<file path="config.mk">
export PLATFORM = sky130hd
export DESIGN_NAME = mips_multicycle_control_flat
export DESIGN_NICKNAME = d
export VERILOG_FILES = /design/src/rtl/mips_multicycle_control_if.sv /design/src/rtl/mips_multicycle_control.sv /design/src/flat_wrapper.sv
export SDC_FILE = /design/constraint.sdc
export NUM_CORES = 1
export LEC_CHECK = 0
export ABC_AREA = 1
export CORE_MARGIN = 4
export CORE_UTILIZATION = 41
export CTS_CLUSTER_DIAMETER = 50
export DETAILED_ROUTE_END_ITERATION = 7
export GPL_TIMING_DRIVEN = 1
export PLACE_DENSITY = 0.87
export SLEW_MARGIN = 20
export SYNTH_ARGS = -nofsm -noshare
export SYNTH_HDL_FRONTEND = slang
export SYNTH_SLANG_ARGS = --single-unit
</file>
<file path="constraint.sdc">
create_clock -name clk -period 3.2 [get_ports clk]
set_clock_uncertainty 0.1 [all_clocks]
set_input_delay 0.96 -clock clk [delete_from_list [all_inputs] [get_ports clk]]
set_output_delay 0.96 -clock clk [all_outputs]
set_load 0.02 [all_outputs]
</file>
<file path="src/rtl/mips_multicycle_control_if.sv">
// Control/datapath bundle of the multicycle MIPS core: instruction fields and ALU flag in,
// datapath steering and write strobes out.
interface mips_multicycle_control_if;
  logic [5:0] Opcode;
  logic [5:0] Funct;
  logic       Zero;
  logic       PC_Enable;
  logic       IorD;
  logic       MemWrite;
  logic       IRWrite;
  logic [1:0] RegDst;
  logic [1:0] MemtoReg;
  logic       RegWrite;
  logic       ALUSrcA;
  logic [1:0] ALUSrcB;
  logic       ExtOp;
  logic [3:0] ALUControl;
  logic [1:0] PCSrc;
  logic       Illegal;
  logic [3:0] State;

  modport master (
    input  Opcode, Funct, Zero,
    output PC_Enable, IorD, MemWrite, IRWrite, RegDst, MemtoReg, RegWrite,
           ALUSrcA, ALUSrcB, ExtOp, ALUControl, PCSrc, Illegal, State
  );

  modport slave (
    output Opcode, Funct, Zero,
    input  PC_Enable, IorD, MemWrite, IRWrite, RegDst, MemtoReg, RegWrite,
           ALUSrcA, ALUSrcB, ExtOp, ALUControl, PCSrc, Illegal, State
  );
endinterface

</file>
<file path="src/rtl/mips_multicycle_control.sv">
// Main control FSM of the multicycle MIPS core: steps each instruction through
// fetch/decode/execute/memory/writeback and steers the shared datapath.
module mips_multicycle_control (
  input  logic                       clk,
  input  logic                       reset,
  mips_multicycle_control_if.master  bus
);

  typedef enum logic [3:0] {
    S_FETCH     = 4'd0,
    S_DECODE    = 4'd1,
    S_MEM_ADDR  = 4'd2,
    S_MEM_READ  = 4'd3,
    S_MEM_WB    = 4'd4,
    S_MEM_WRITE = 4'd5,
    S_R_EXEC    = 4'd6,
    S_ALU_WB    = 4'd7,
    S_BRANCH    = 4'd8,
    S_JUMP      = 4'd9,
    S_IMM_EXEC  = 4'd10,
    S_IMM_WB    = 4'd11,
    S_JAL       = 4'd12,
    S_JR        = 4'd13
  } state_t;

  localparam logic [5:0] OP_RTYPE = 6'b000000;
  localparam logic [5:0] OP_J     = 6'b000010;
  localparam logic [5:0] OP_JAL   = 6'b000011;
  localparam logic [5:0] OP_BEQ   = 6'b000100;
  localparam logic [5:0] OP_BNE   = 6'b000101;
  localparam logic [5:0] OP_ADDI  = 6'b001000;
  localparam logic [5:0] OP_SLTI  = 6'b001010;
  localparam logic [5:0] OP_ANDI  = 6'b001100;
  localparam logic [5:0] OP_ORI   = 6'b001101;
  localparam logic [5:0] OP_LW    = 6'b100011;
  localparam logic [5:0] OP_SW    = 6'b101011;

  localparam logic [5:0] FN_JR    = 6'b001000;
  localparam logic [5:0] FN_ADD   = 6'b100000;
  localparam logic [5:0] FN_SUB   = 6'b100010;
  localparam logic [5:0] FN_AND   = 6'b100100;
  localparam logic [5:0] FN_OR    = 6'b100101;
  localparam logic [5:0] FN_NOR   = 6'b100111;
  localparam logic [5:0] FN_SLT   = 6'b101010;

  localparam logic [3:0] ALU_AND  = 4'b0000;
  localparam logic [3:0] ALU_OR   = 4'b0001;
  localparam logic [3:0] ALU_ADD  = 4'b0010;
  localparam logic [3:0] ALU_SUB  = 4'b0110;
  localparam logic [3:0] ALU_SLT  = 4'b0111;
  localparam logic [3:0] ALU_NOR  = 4'b1100;

  // {valid, alu_control} for an R-type ALU funct; jr is handled separately.
  function automatic logic [4:0] r_funct_decode(input logic [5:0] fn);
    case (fn)
      FN_ADD:  return {1'b1, ALU_ADD};
      FN_SUB:  return {1'b1, ALU_SUB};
      FN_AND:  return {1'b1, ALU_AND};
      FN_OR:   return {1'b1, ALU_OR};
      FN_NOR:  return {1'b1, ALU_NOR};
      FN_SLT:  return {1'b1, ALU_SLT};
      default: return {1'b0, ALU_AND};
    endcase
  endfunction

  // {ext_op, alu_control} for the immediate ALU group; logical ops zero-extend.
  function automatic logic [4:0] imm_op_decode(input logic [5:0] op);
    case (op)
      OP_SLTI: return {1'b0, ALU_SLT};
      OP_ANDI: return {1'b1, ALU_AND};
      OP_ORI:  return {1'b1, ALU_OR};
      default: return {1'b0, ALU_ADD};
    endcase
  endfunction

  state_t     state_q, state_d;

  logic       pc_enable;
  logic       iord;
  logic       mem_write;
  logic       ir_write;
  logic [1:0] reg_dst;
  logic [1:0] mem_to_reg;
  logic       reg_write;
  logic       alu_src_a;
  logic [1:0] alu_src_b;
  logic       ext_op;
  logic [3:0] alu_control;
  logic [1:0] pc_src;
  logic       illegal;
  logic [4:0] r_dec;
  logic [4:0] imm_dec;

  assign r_dec   = r_funct_decode(bus.Funct);
  assign imm_dec = imm_op_decode(bus.Opcode);

  always_ff @(posedge clk) begin
    if (reset) state_q <= S_FETCH;
    else       state_q <= state_d;
  end

  always_comb begin
    state_d     = S_FETCH;
    pc_enable   = 1'b0;
    iord        = 1'b0;
    mem_write   = 1'b0;
    ir_write    = 1'b0;
    reg_dst     = 2'd0;
    mem_to_reg  = 2'd0;
    reg_write   = 1'b0;
    alu_src_a   = 1'b0;
    alu_src_b   = 2'd0;
    ext_op      = 1'b0;
    alu_control = ALU_AND;
    pc_src      = 2'd0;
    illegal     = 1'b0;

    case (state_q)
      S_FETCH: begin
        ir_write    = 1'b1;
        alu_src_b   = 2'd1;
        alu_control = ALU_ADD;
        pc_enable   = 1'b1;
        state_d     = S_DECODE;
      end
      // Branch target is precomputed here so BRANCH can load it from ALUOut.
      S_DECODE: begin
        alu_src_b   = 2'd3;
        alu_control = ALU_ADD;
        case (bus.Opcode)
          OP_LW, OP_SW: state_d = S_MEM_ADDR;
          OP_RTYPE: begin
            if (bus.Funct == FN_JR) state_d = S_JR;
            else if (r_dec[4])      state_d = S_R_EXEC;
            else                    illegal = 1'b1;
          end
          OP_BEQ, OP_BNE:                     state_d = S_BRANCH;
          OP_J:                               state_d = S_JUMP;
          OP_JAL:                             state_d = S_JAL;
          OP_ADDI, OP_ANDI, OP_ORI, OP_SLTI:  state_d = S_IMM_EXEC;
          default:                            illegal = 1'b1;
        endcase
      end
      S_MEM_ADDR: begin
        alu_src_a   = 1'b1;
        alu_src_b   = 2'd2;
        alu_control = ALU_ADD;
        state_d     = (bus.Opcode == OP_SW) ? S_MEM_WRITE : S_MEM_READ;
      end
      S_MEM_READ: begin
        iord    = 1'b1;
        state_d = S_MEM_WB;
      end
      S_MEM_WB: begin
        mem_to_reg = 2'd1;
        reg_write  = 1'b1;
      end
      S_MEM_WRITE: begin
        iord      = 1'b1;
        mem_write = 1'b1;
      end
      S_R_EXEC: begin
        alu_src_a   = 1'b1;
        alu_control = r_dec[3:0];
        state_d     = S_ALU_WB;
      end
      S_ALU_WB: begin
        reg_dst   = 2'd1;
        reg_write = 1'b1;
      end
      S_BRANCH: begin
        alu_src_a   = 1'b1;
        alu_control = ALU_SUB;
        pc_src      = 2'd1;
        pc_enable   = (bus.Opcode == OP_BNE) ? ~bus.Zero : bus.Zero;
      end
      S_JUMP: begin
        pc_src    = 2'd2;
        pc_enable = 1'b1;
      end
      S_IMM_EXEC: begin
        alu_src_a   = 1'b1;
        alu_src_b   = 2'd2;
        ext_op      = imm_dec[4];
        alu_control = imm_dec[3:0];
        state_d     = S_IMM_WB;
      end
      S_IMM_WB: begin
        reg_write = 1'b1;
      end
      // Pre-edge PC already holds PC+4, so it is the link value written to $31.
      S_JAL: begin
        reg_dst    = 2'd2;
        mem_to_reg = 2'd2;
        reg_write  = 1'b1;
        pc_src     = 2'd2;
        pc_enable  = 1'b1;
      end
      S_JR: begin
        pc_src    = 2'd3;
        pc_enable = 1'b1;
      end
      default: state_d = S_FETCH;
    endcase
  end

  // Reset masks every strobe combinationally so a mid-instruction reset cannot write.
  always_comb begin
    bus.PC_Enable  = 1'b0;
    bus.IorD       = 1'b0;
    bus.MemWrite   = 1'b0;
    bus.IRWrite    = 1'b0;
    bus.RegDst     = 2'd0;
    bus.MemtoReg   = 2'd0;
    bus.RegWrite   = 1'b0;
    bus.ALUSrcA    = 1'b0;
    bus.ALUSrcB    = 2'd0;
    bus.ExtOp      = 1'b0;
    bus.ALUControl = 4'd0;
    bus.PCSrc      = 2'd0;
    bus.Illegal    = 1'b0;
    bus.State      = 4'd0;
    if (!reset) begin
      bus.PC_Enable  = pc_enable;
      bus.IorD       = iord;
      bus.MemWrite   = mem_write;
      bus.IRWrite    = ir_write;
      bus.RegDst     = reg_dst;
      bus.MemtoReg   = mem_to_reg;
      bus.RegWrite   = reg_write;
      bus.ALUSrcA    = alu_src_a;
      bus.ALUSrcB    = alu_src_b;
      bus.ExtOp      = ext_op;
      bus.ALUControl = alu_control;
      bus.PCSrc      = pc_src;
      bus.Illegal    = illegal;
      bus.State      = state_q;
    end
  end

endmodule

</file>
<file path="src/flat_wrapper.sv">
// flat-port wrapper written by rule: the top's interface ports become plain ports
module mips_multicycle_control_flat 
  (clk, reset, bus_Opcode, bus_Funct, bus_Zero, bus_PC_Enable, bus_IorD, bus_MemWrite, bus_IRWrite, bus_RegDst, bus_MemtoReg, bus_RegWrite, bus_ALUSrcA, bus_ALUSrcB, bus_ExtOp, bus_ALUControl, bus_PCSrc, bus_Illegal, bus_State);
  mips_multicycle_control_if bus_i ();
  input  logic clk;
  input  logic reset;
  input wire logic [$bits(bus_i.Opcode)-1:0] bus_Opcode;
  input wire logic [$bits(bus_i.Funct)-1:0] bus_Funct;
  input wire logic [$bits(bus_i.Zero)-1:0] bus_Zero;
  output wire logic [$bits(bus_i.PC_Enable)-1:0] bus_PC_Enable;
  output wire logic [$bits(bus_i.IorD)-1:0] bus_IorD;
  output wire logic [$bits(bus_i.MemWrite)-1:0] bus_MemWrite;
  output wire logic [$bits(bus_i.IRWrite)-1:0] bus_IRWrite;
  output wire logic [$bits(bus_i.RegDst)-1:0] bus_RegDst;
  output wire logic [$bits(bus_i.MemtoReg)-1:0] bus_MemtoReg;
  output wire logic [$bits(bus_i.RegWrite)-1:0] bus_RegWrite;
  output wire logic [$bits(bus_i.ALUSrcA)-1:0] bus_ALUSrcA;
  output wire logic [$bits(bus_i.ALUSrcB)-1:0] bus_ALUSrcB;
  output wire logic [$bits(bus_i.ExtOp)-1:0] bus_ExtOp;
  output wire logic [$bits(bus_i.ALUControl)-1:0] bus_ALUControl;
  output wire logic [$bits(bus_i.PCSrc)-1:0] bus_PCSrc;
  output wire logic [$bits(bus_i.Illegal)-1:0] bus_Illegal;
  output wire logic [$bits(bus_i.State)-1:0] bus_State;
  assign bus_i.Opcode = bus_Opcode;
  assign bus_i.Funct = bus_Funct;
  assign bus_i.Zero = bus_Zero;
  assign bus_PC_Enable = bus_i.PC_Enable;
  assign bus_IorD = bus_i.IorD;
  assign bus_MemWrite = bus_i.MemWrite;
  assign bus_IRWrite = bus_i.IRWrite;
  assign bus_RegDst = bus_i.RegDst;
  assign bus_MemtoReg = bus_i.MemtoReg;
  assign bus_RegWrite = bus_i.RegWrite;
  assign bus_ALUSrcA = bus_i.ALUSrcA;
  assign bus_ALUSrcB = bus_i.ALUSrcB;
  assign bus_ExtOp = bus_i.ExtOp;
  assign bus_ALUControl = bus_i.ALUControl;
  assign bus_PCSrc = bus_i.PCSrc;
  assign bus_Illegal = bus_i.Illegal;
  assign bus_State = bus_i.State;
  mips_multicycle_control u_core (.clk(clk), .reset(reset), .bus(bus_i));
endmodule
</file>
# Word-level counts from Yosys, hierarchy flattened
# Cells that the tools add are included.
[totals]
in_bits = 15
regBits = 4
[classes]
eq_ne = 30
mux = 38
reduce_logical = 13
bitwise = 1
[ops]
columns = ["op", "count"]
rows = [
  ["$eq A6 B6 Y1 const B", 8],
  ["$pmux W4 S6", 2],
  ["$eq A6 B4 Y1 const B", 5],
  ["$pmux W5 S6", 1],
  ["$eq A4 B4 Y1 const B", 6],
  ["$mux W1", 18],
  ["$eq A4 B3 Y1 const B", 4],
  ["$pmux W4 S4", 1],
  ["$reduce_or A4 Y1", 4],
  ["$pmux W5 S3", 1],
  ["$eq A6 B2 Y1 const B", 2],
  ["$eq A6 B3 Y1 const B", 2],
  ["$mux W4", 3],
  ["$pmux W2 S3", 2],
  ["$reduce_or A10 Y1", 1],
  ["$reduce_or A2 Y1", 5],
  ["$eq A4 B2 Y1 const B", 2],
  ["$mux W2", 4],
  ["$pmux W2 S2", 2],
  ["$logic_not A6 Y1", 1],
  ["$mux W3", 2],
  ["$eq A4 B1 Y1 const B", 1],
  ["$logic_not A4 Y1", 1],
  ["$pmux W1 S2", 2],
  ["2 further kinds", 2],
]

# Longest topological paths before layout
# Gate-level depths: netlist of the first run.
[logic_depth]
word_depth = 7
depth_mapped = 9
depth_no_buf = 9

# Worst setup path after synthesis of the first run
# No wires, ideal clock.
[synth_path]
path_kind = "input port to output port"
from = "in reset"
to = "out bus_PCSrc[1]"
t_required_ns = 2.140
setup_slack_ns = 0.129
arrival_time_ns = 2.011
path_stages = 3
path_cell_list = "buf_2 nor2_1 a21boi_0"
[synth_via]
elab_chain_len = 1
[synth_rtl]
columns = ["item", "line_no", "rtl"]
rows = [
  ["from (decl)", "flat_wrapper.sv:6", "input logic reset;"],
  ["$mux W2", "mips_multicycle_control.sv:223", "if (!reset) begin"],
  ["to (decl)", "flat_wrapper.sv:21", "output wire logic [$bits(bus_i.PCSrc)-1:0] bus_PCSrc;"],
]
# Every way passes these cells.

# Worst setup path after layout of the first run
[layout_path]
from = "in bus_Opcode[1]"
to = "out bus_PC_Enable"
[layout_via]
elab_chain_len = 4
[layout_rtl]
columns = ["item", "line_no", "rtl"]
rows = [
  ["from (decl)", "flat_wrapper.sv:7", "input wire logic [$bits(bus_i.Opcode)-1:0] bus_Opcode;"],
  ["$eq A6 B3 Y1", "mips_multicycle_control.sv:175", "pc_enable = (bus.Opcode == OP_BNE) ? ~bus.Zero : bus.Zero;"],
  ["$mux W1", "mips_multicycle_control.sv:175", ""],
  ["$pmux W1 S2", "mips_multicycle_control.sv:118", "case (state_q)"],
  ["$mux W1", "mips_multicycle_control.sv:223", ""],
  ["to (decl)", "flat_wrapper.sv:10", "output wire logic [$bits(bus_i.PC_Enable)-1:0] bus_PC_Enable;"],
]
# Every way passes these cells.

==> impl_metrics.csv, run 1 <==
group,metric,value,unit
global_route,grt_pass1_vias,1248,
pwr,p_leak,0.751,nW
sta,setup_viol,0,
hold_path,min_path_type,"register to register",
clocking,root_buffer,"clkbuf_4",
cells_and_area,diodes,0,
critical_path,endpoint_kind,"output port",
logic_synthesis,ys_seq_area_frac,0.104,
logic_synthesis,synth.area.top_cells,"nor2_1 18%, nand2_1 18%, inv_1 14%",
critical_path,reg2reg_setup_slack,1.71,ns
cells_and_area,layout-drive-gt1-share,0.373,
outcome,status,"finished clean",
clocking,clkTransAtPathRegs,0.04,ns
place,port_buffers,38,
global_route,overflow,0,
sta,period_minus_slack,3.12,ns
clocking,cts_buffers,3,
detailed_routing,wl,3.20,mm
pwr,ir_worst_vdd,241,µV
floorplan,core,1750,µm²
critical_path,cp_data_required_time,2.14,ns
global_route,grt_antenna_before_repair,0,
clocking,numClockSinks,4,
logic_synthesis,syn-num-nets,176,
critical_path,start_kind,"input port",
cells_and_area,syn2layout_area_growth,81.6,%
cells_and_area,design_area,1400,µm²
detailed_routing,wire_per_inst,13.1,µm
critical_path,crit_type,"input port to output port",
logic_synthesis,ys_ff_latch,4,
logic_synthesis,synth_area,768,µm²
critical_path,cp-startpoint,"bus_Opcode[1]",
logic_synthesis,yosys.area.top_type_share,0.181,
detailed_routing,dr.first_iter.drc_count,37,
sta,worst_pin_slew,0.281,ns
logic_synthesis,synth_async_sr_flop_share,0,
place,gp_congestion,0.903,
logic_synthesis,synth_common_cells,"37 x nor2_1, 36 x nand2_1, 28 x inv_1",
cells_and_area,utilization,0.799,
cells_and_area,largest-register,"u_core.state_q",
job,cap_viol_max_count,0,
floorplan,die_h,51.3,µm
place,hpwlAfterDp,2.45,mm
sta,maxSlewViolCount,0,
critical_path,crit_arrival,2.06,ns
global_route,grt_pass1_wl,5.13,mm
cells_and_area,largest_reg_flops,4,
sta,post-route-period-util,0.975,
floorplan,die_w,51.3,µm
logic_synthesis,avgSynthCellArea,4.77,µm²
critical_path,worstSetupEndpoint,"bus_PC_Enable",
global_route,grt_start_max_net_pins,13,
logic_synthesis,synth.most_common_cell,"nor2_1",
logic_synthesis,synth_edf_count,0,
critical_path,crit_fanout,4,
detailed_routing,vias,1260,
floorplan,start_util,0.440,
sta,holdWs,0.640,ns
cells_and_area,fin_nets,237,
place,post_dp_cell_area,1290,µm²
cells_and_area,top_regs,"u_core.state_q: 4 flops",
floorplan,row_count,15,
clocking,insertion_delay,0.23,ns
logic_synthesis,ys.flop_type,"dfxtp_1",
floorplan,boundaryPins,39,
clocking,cts_tree,"done",
cells_and_area,fillCellCount,147,
sta,slew-limit-headroom,0.813,
detailed_routing,antenna_left,0,
pwr,pwr_density_cell,169,nW/µm²
clocking,ctsHoldBuffers,0,
sta,max_freq,321,MHz
clocking,cts-htree-levels,1,
detailed_routing,viasPerCell,5.14,
sta,finalHoldViolCount,0,
critical_path,reg2reg_depth,6,
logic_synthesis,synth.largest_area_cell,"nor2_1",
logic_synthesis,synthDistinctLibCells,23,
critical_path,r2r_end,"u_core.state_q[3]$_SDFF_PP0_",
floorplan,dieArea,2630,µm²
logic_synthesis,netlist_instances,161,
detailed_routing,dr.pass1.iters,4,
detailed_routing,drc,0,
global_route,track_usage,0.249,
logic_synthesis,ys_warn_count,0,
critical_path,rr_startpoint,"u_core.state_q[1]$_SDFF_PP0_",
clocking,clockBufferDepth,2,
-- report_power, final --
group          switching, mW  internal, mW
Sequential           0.00405        0.0521
Combinational         0.0716        0.0465
Clock                 0.0198        0.0419
-- placed cells by master (no fill, tap or decap), types with 3 or more instances in the layout --
cell type        count
buf_2                7
a21oi_1              6
nor3_1               4
clkbuf_4             3
o21ai_0              5
clkdlybuf4s15_1      4
dfxtp_1              4
nor2_2               7
nor2_1              28
clkbuf_2             6
buf_4               21
nand3_2              9
dlygate4sd2_1       10
inv_1               22
nand2_1             34
nor2_4               6
nand3_1              8
a21oi_2              4
inv_2                8
clkdlybuf4s15_2      5
-- repair_timing --
item                       in CTS  in global routing
pin swaps                       9                  7
buffers inserted                2                  1
setup endpoints to repair      24                 18
gates resized for setup       110                 36
gates cloned                    1                  0
-- worst max-delay path, stage by stage --
cell,delay [ns]
clkdlybuf4s15_1,0.26
nor2_2,0.20
nand3_2,0.12
nor2_1,0.11
nor2_1,0.05
nand2_1,0.06
o21ai_1,0.06
clkdlybuf4s15_2,0.25
-- layer usage --
layer | vias to the layer above | global-route usage | part of all wire
met3 | 9 | 0.0262 | 0.062
met2 | 50 | 0.494 | 0.53
met4 | 0 | 0.100 | 0.017
met5 | - | 0 | 0
met1 | 574 | 0.262 | 0.39
li1 | 627 | - | -
-- worst min-delay path by stage --
stage | cells past startpoint | endpoint | from | slack [ns]
after floorplan | 3 | u_core.state_q[0]$_SDFF_PP0_ | u_core.state_q[2]$_SDFF_PP0_ | 0.51
after global placement | 3 | u_core.state_q[0]$_SDFF_PP0_ | u_core.state_q[2]$_SDFF_PP0_ | 0.61
after detailed placement | 3 | u_core.state_q[0]$_SDFF_PP0_ | u_core.state_q[2]$_SDFF_PP0_ | 0.61
after CTS | 3 | u_core.state_q[0]$_SDFF_PP0_ | u_core.state_q[2]$_SDFF_PP0_ | 0.62
after global routing | 3 | u_core.state_q[0]$_SDFF_PP0_ | u_core.state_q[2]$_SDFF_PP0_ | 0.67
final | 3 | u_core.state_q[0]$_SDFF_PP0_ | u_core.state_q[2]$_SDFF_PP0_ | 0.64
-- cell type report --
class	instances	area [µm²]	share of cell area
inverters	30	113	0.0807
multi-input cells	125	688	0.493
clock buffers	3	22.5	0.0161
repair buffers	58	460	0.330
flip-flops and latches	4	80.1	0.0574
well taps	25	31.3	0.0224
-- cells by family after synthesis --
logic type      share of synthesized area
flops                               0.104
compound gates                      0.163
simple gates                        0.565
buf+inv                             0.168
-- through the flow --
step                      setup slack [ns]  cells  total power, mW  TNS [ns]
after floorplan                      0.129    161            0.108         0
after global placement              -0.595    238            0.165     -8.09
after detailed placement            -0.665    238            0.168     -8.86
after CTS                         0.000295    244            0.229         0
after global routing               -0.0414    245            0.251   -0.0414
final                               0.0806    245            0.236         0
Power figures use the tool's default switching activity.
==> run 2: changes to the inputs <==
--- a/config.mk
+++ b/config.mk
@@ -6,7 +6,7 @@
 export NUM_CORES = 1
 export LEC_CHECK = 0
 export ABC_AREA = 1
-export CORE_MARGIN = 4
+export CORE_MARGIN = 5
 export CORE_UTILIZATION = 41
 export CTS_CLUSTER_DIAMETER = 50
 export DETAILED_ROUTE_END_ITERATION = 7
==> impl_metrics.csv, run 2 (synthesis gave the netlist of run 1 again) <==
group,metric,value,unit
outcome,status,"finished clean",
sta,setup_viol,0,
cells_and_area,final_cell_mix,"35 x nand2_1, 29 x nor2_1, 28 x buf_4",
cells_and_area,fin_nets,243,
critical_path,reg2reg_setup_slack,1.78,ns
critical_path,critPathSlowestCell,"dlygate4sd2_1",
clocking,clockBufferDepth,2,
cells_and_area,top_regs,"u_core.state_q: 4 flops",
sta,finalHoldViolCount,0,
sta,period_minus_slack,3.17,ns
clocking,root_buffer,"clkbuf_4",
clocking,cts-htree-levels,1,
sta,max_freq,315,MHz
clocking,clkTransAtPathRegs,0.04,ns
floorplan,row_count,15,
hold_path,hold_depth,4,
cells_and_area,fillCellCount,140,
cells_and_area,diodes,0,
cells_and_area,layout-drive-gt1-share,0.367,
place,gp_congestion,0.917,
critical_path,start_kind,"input port",
detailed_routing,wire_per_inst,13.4,µm
sta,slew-limit-headroom,0.797,
sta,fin_ws,0.0286,ns
global_route,grt_most_used_layer,"met2",
clocking,cts_buffers,3,
sta,fin_setup_tns,0,ns
global_route,grt_antenna_before_repair,0,
cells_and_area,utilization,0.804,
detailed_routing,drc,0,
place,port_buffers,38,
detailed_routing,dr.pass1.iters,4,
global_route,grt_pass1_vias,1279,
clocking,numClockSinks,4,
sta,post-route-period-util,0.991,
sta,maxSlewViolCount,0,
floorplan,core,1750,µm²
global_route,grt_start_max_net_pins,12,
detailed_routing,viasPerCell,5.17,
cells_and_area,largest-register,"u_core.state_q",
floorplan,start_util,0.440,
critical_path,crit_arrival,2.11,ns
floorplan,dieArea,2840,µm²
job,cap_viol_max_count,0,
pwr,ir_worst_vdd,172,µV
floorplan,die_h,53.3,µm
place,hpwlAfterDp,2.35,mm
cells_and_area,final_common_cell,"nand2_1",
sta,holdWs,0.648,ns
global_route,track_usage,0.245,
critical_path,crit_type,"input port to output port",
global_route,grt_pass1_wl,5.17,mm
detailed_routing,dr.first_iter.drc_count,45,
detailed_routing,wl,3.35,mm
pwr,p_leak,0.762,nW
clocking,insertion_delay,0.25,ns
clocking,cts_tree,"done",
place,preCtsSetupSlack,-0.685,ns
cells_and_area,syn2layout_area_growth,82.6,%
detailed_routing,vias,1298,
global_route,overflow,0,
pwr,pwr_density_cell,168,nW/µm²
global_route,use_met2,0.463,
critical_path,crit_fanout,4,
detailed_routing,antenna_left,0,
critical_path,cp_data_required_time,2.14,ns
floorplan,die_w,53.3,µm
global_route,grt_use_met3,0.0394,
critical_path,endpoint_kind,"output port",
hold_path,min_path_type,"register to register",
critical_path,reg2reg_depth,6,
floorplan,boundaryPins,39,
critical_path,path_cells,"dlygate4sd2_1 > inv_2 > nor2_2 > nand3_2 > a21oi_1 > o21a_1 > buf_4",
global_route,grt_util_met1,0.255,
sta,worst_pin_slew,0.304,ns
critical_path,max_stage_delay,0.30,ns
cells_and_area,largest_reg_flops,4,
## run 2: through the flow
| stage | cell area, µm² | power [mW] | cells |
|---|---|---|---|
| after CTS | 1370 | 0.227 | 250 |
| final | 1400 | 0.236 | 251 |
| after detailed placement | 1290 | 0.168 | 238 |
| after global routing | 1400 | 0.248 | 251 |
| after floorplan | 768 | 0.108 | 161 |
| after global placement | 1290 | 0.165 | 238 |
## run 2: where the power goes
| part | total, mW | internal [mW] | switching (mW) | leakage, nW |
|---|---|---|---|---|
| registers | 0.0562 | 0.0521 | 0.00412 | 0.0326 |
| clock network | 0.0656 | 0.0421 | 0.0235 | 0.0138 |
| logic | 0.114 | 0.0442 | 0.0698 | 0.715 |
| total | 0.236 | 0.138 | 0.0974 | 0.762 |
## run 2: critical path: cells and delay by family
family	cells	cell delay, ns
AO/OA/AOI/OAI	2	0.39
buffers and inverters	3	0.51
AND/OR/NAND/NOR	2	0.25
## run 2: what timing repair did
| item | in CTS | in global routing |
|---|---|---|
| hold buffers | 0 | 0 |
| buffers inserted | 8 | 1 |
| setup endpoints to repair | 24 | 20 |
| gates resized for setup | 105 | 34 |
| pin swaps | 8 | 10 |
| cloned | 1 | 0 |
## run 2: path summary, 6_finish.rpt
| path | start | endpoint |
|---|---|---|
| min reg2reg | u_core.state_q[3]$_SDFF_PP0_ | u_core.state_q[3]$_SDFF_PP0_ |
| max reg2reg | u_core.state_q[0]$_SDFF_PP0_ | u_core.state_q[0]$_SDFF_PP0_ |
| max | bus_Opcode[1] | bus_ALUControl[2] |
| min | u_core.state_q[3]$_SDFF_PP0_ | u_core.state_q[3]$_SDFF_PP0_ |
## run 2: cell type report
type                            count  area (µm²)  area share
Timing Repair Buffer               64         497       0.354
Clock buffer                        3        22.5      0.0161
Inverter                           30         113      0.0803
Tap cell                           25        31.3      0.0223
Multi-Input combinational cell    125         659       0.470
Sequential cell                     4        80.1      0.0571
## run 2: per-layer routing
metal | wire [µm] | up-vias
li1 | - | 646
met1 | 1300 | 576
met2 | 1720 | 66
met3 | 254 | 10
met4 | 87 | 0
met5 | 0 | -
==> run 3: changes to the inputs <==
--- a/config.mk
+++ b/config.mk
@@ -8,6 +8,7 @@
 export ABC_AREA = 1
 export CORE_MARGIN = 5
 export CORE_UTILIZATION = 41
+export CTS_BUF_LIST = sky130_fd_sc_hd__clkbuf_16
 export CTS_CLUSTER_DIAMETER = 50
 export DETAILED_ROUTE_END_ITERATION = 7
 export GPL_TIMING_DRIVEN = 1
==> impl_metrics.csv, run 3 (synthesis gave the netlist of run 1 again) <==
group,metric,value,unit
outcome,status,"finished clean",
sta,post-route-period-util,0.977,
detailed_routing,antenna_left,0,
sta,rsz0062_at_grt,"no",
sta,worst_pin_slew,0.305,ns
floorplan,die_w,53.3,µm
clocking,root_buffer,"clkbuf_16",
clocking,numClockSinks,4,
pwr,intPower,0.256,mW
global_route,grt_pass1_vias,1307,
global_route,overflow,0,
cells_and_area,fin_nets,243,
floorplan,core,1750,µm²
sta,maxSlewViolCount,0,
sta,fin_ws,0.0748,ns
sta,setup_viol,0,
detailed_routing,wire_per_inst,14.1,µm
global_route,grt_pass1_wl,5.53,mm
sta,max_freq,320,MHz
place,port_buffers,38,
place,hpwlAfterDp,2.35,mm
critical_path,cp_data_required_time,2.14,ns
cells_and_area,final_cell_mix,"34 x nand2_1, 29 x nor2_1, 27 x buf_4",
pwr,share_comb_of_total_power,0.313,
detailed_routing,dr.pass1.iters,4,
cells_and_area,largest-register,"u_core.state_q",
sta,slew-limit-headroom,0.796,
cells_and_area,final_cell_count_no_fill,251,
floorplan,dieArea,2840,µm²
global_route,track_usage,0.260,
place,gp_congestion,0.917,
detailed_routing,vias,1334,
sta,holdWs,0.643,ns
sta,fin_setup_tns,0,ns
critical_path,endpoint_kind,"output port",
cells_and_area,layout-drive-gt1-share,0.372,
sta,finalHoldViolCount,0,
clocking,cts_buffers,3,
pwr,switching_share,0.304,
global_route,grt_antenna_before_repair,0,
pwr,clkPwrFrac,0.533,
cells_and_area,diodes,0,
floorplan,start_util,0.440,
pwr,switchingPower,0.112,mW
cells_and_area,final_common_cell,"nand2_1",
clocking,clkTransAtPathRegs,0.03,ns
place,preCtsSetupSlack,-0.685,ns
critical_path,start_kind,"input port",
detailed_routing,drc,0,
pwr,power_frac_seq,0.153,
job,cap_viol_max_count,0,
clocking,cts-htree-levels,1,
critical_path,crit_arrival,2.07,ns
critical_path,crit_fanout,3,
place,placed_cells,238,
clocking,cts_tree,"done",
clocking,clockBufferDepth,2,
hold_path,min_path_type,"register to register",
clocking,insertion_delay,0.22,ns
floorplan,row_count,15,
pwr,p_leak,0.784,nW
clocking,ctsHoldBuffers,0,
floorplan,boundaryPins,39,
critical_path,crit_type,"input port to output port",
sta,period_minus_slack,3.13,ns
cells_and_area,syn2layout_area_growth,88.9,%
global_route,grt_start_max_net_pins,12,
detailed_routing,viasPerCell,5.31,
cells_and_area,fillCellCount,124,
pwr,ir_worst_vdd,389,µV
detailed_routing,wl,3.55,mm
floorplan,die_h,53.3,µm
cells_and_area,top_regs,"u_core.state_q: 4 flops",
pwr,pwr_density_cell,253,nW/µm²
detailed_routing,dr.first_iter.drc_count,41,
cells_and_area,largest_reg_flops,4,
==> run 3: power by group through the flow <==
stage               clock [mW]  combinational, mW  sequential (mW)
detailed placement           0              0.111           0.0568
finish                   0.196              0.115           0.0564
floorplan                    0             0.0526           0.0552
global route             0.200              0.125           0.0562
CTS                      0.194              0.107           0.0561
global placement             0              0.108           0.0570
==> run 3: what timing repair did <==
action	in CTS	in global routing
endpoints found under the setup margin	24	19
pin swaps	8	8
gates cloned	1	0
gates resized for setup	103	35
setup buffers	8	1
endpoints found under the hold margin	0	0
==> run 3: worst max-delay path, cell delays in order <==
cell and delay [ns]:
dlygate4sd2_1 0.28, nand2_1 0.12, nor2_4 0.14, nand3_1 0.13
a21oi_2 0.16, o21a_1 0.12, buf_2 0.16
==> run 3: metrics by stage <==
| step | cell area, µm² | utilization | power (mW) |
|---|---|---|---|
| after detailed placement | 1290 | 0.740 | 0.168 |
| after global routing | 1450 | 0.832 | 0.381 |
| after global placement | 1290 | 0.740 | 0.165 |
| after floorplan | 768 | - | 0.108 |
| after CTS | 1420 | 0.811 | 0.357 |
| final | 1450 | 0.832 | 0.368 |
==> run 3: cell type report <==
class                   instances  area, µm²  area share
clock buffers                   3       75.1      0.0517
well taps                      25       31.3      0.0216
flip-flops and latches          4       80.1      0.0552
multi-input cells             125        657       0.453
inverters                      30        113      0.0776
repair buffers                 64        495       0.341
==> run 3: path summary, 6_finish.rpt <==
| kind | slack [ns] | start | to | depth (start not counted) |
|---|---|---|---|---|
| max | 0.07 | bus_Funct[2] | bus_ALUControl[2] | 7 |
| min | 0.64 | u_core.state_q[3]$_SDFF_PP0_ | u_core.state_q[3]$_SDFF_PP0_ | 4 |
| max reg2reg | 1.77 | u_core.state_q[0]$_SDFF_PP0_ | u_core.state_q[0]$_SDFF_PP0_ | 6 |
| min reg2reg | 0.64 | u_core.state_q[3]$_SDFF_PP0_ | u_core.state_q[3]$_SDFF_PP0_ | 4 |
==> run 3: metal layers <==
| layer | GRT usage | wire, µm | share of wire | up-vias |
|---|---|---|---|---|
| met3 | 0.0310 | 254 | 0.072 | 8 |
| met2 | 0.504 | 1800 | 0.51 | 72 |
| li1 | - | - | - | 642 |
| met5 | 0 | 0 | 0 | - |
| met1 | 0.287 | 1420 | 0.40 | 612 |
| met4 | 0.0766 | 74 | 0.021 | 0 |
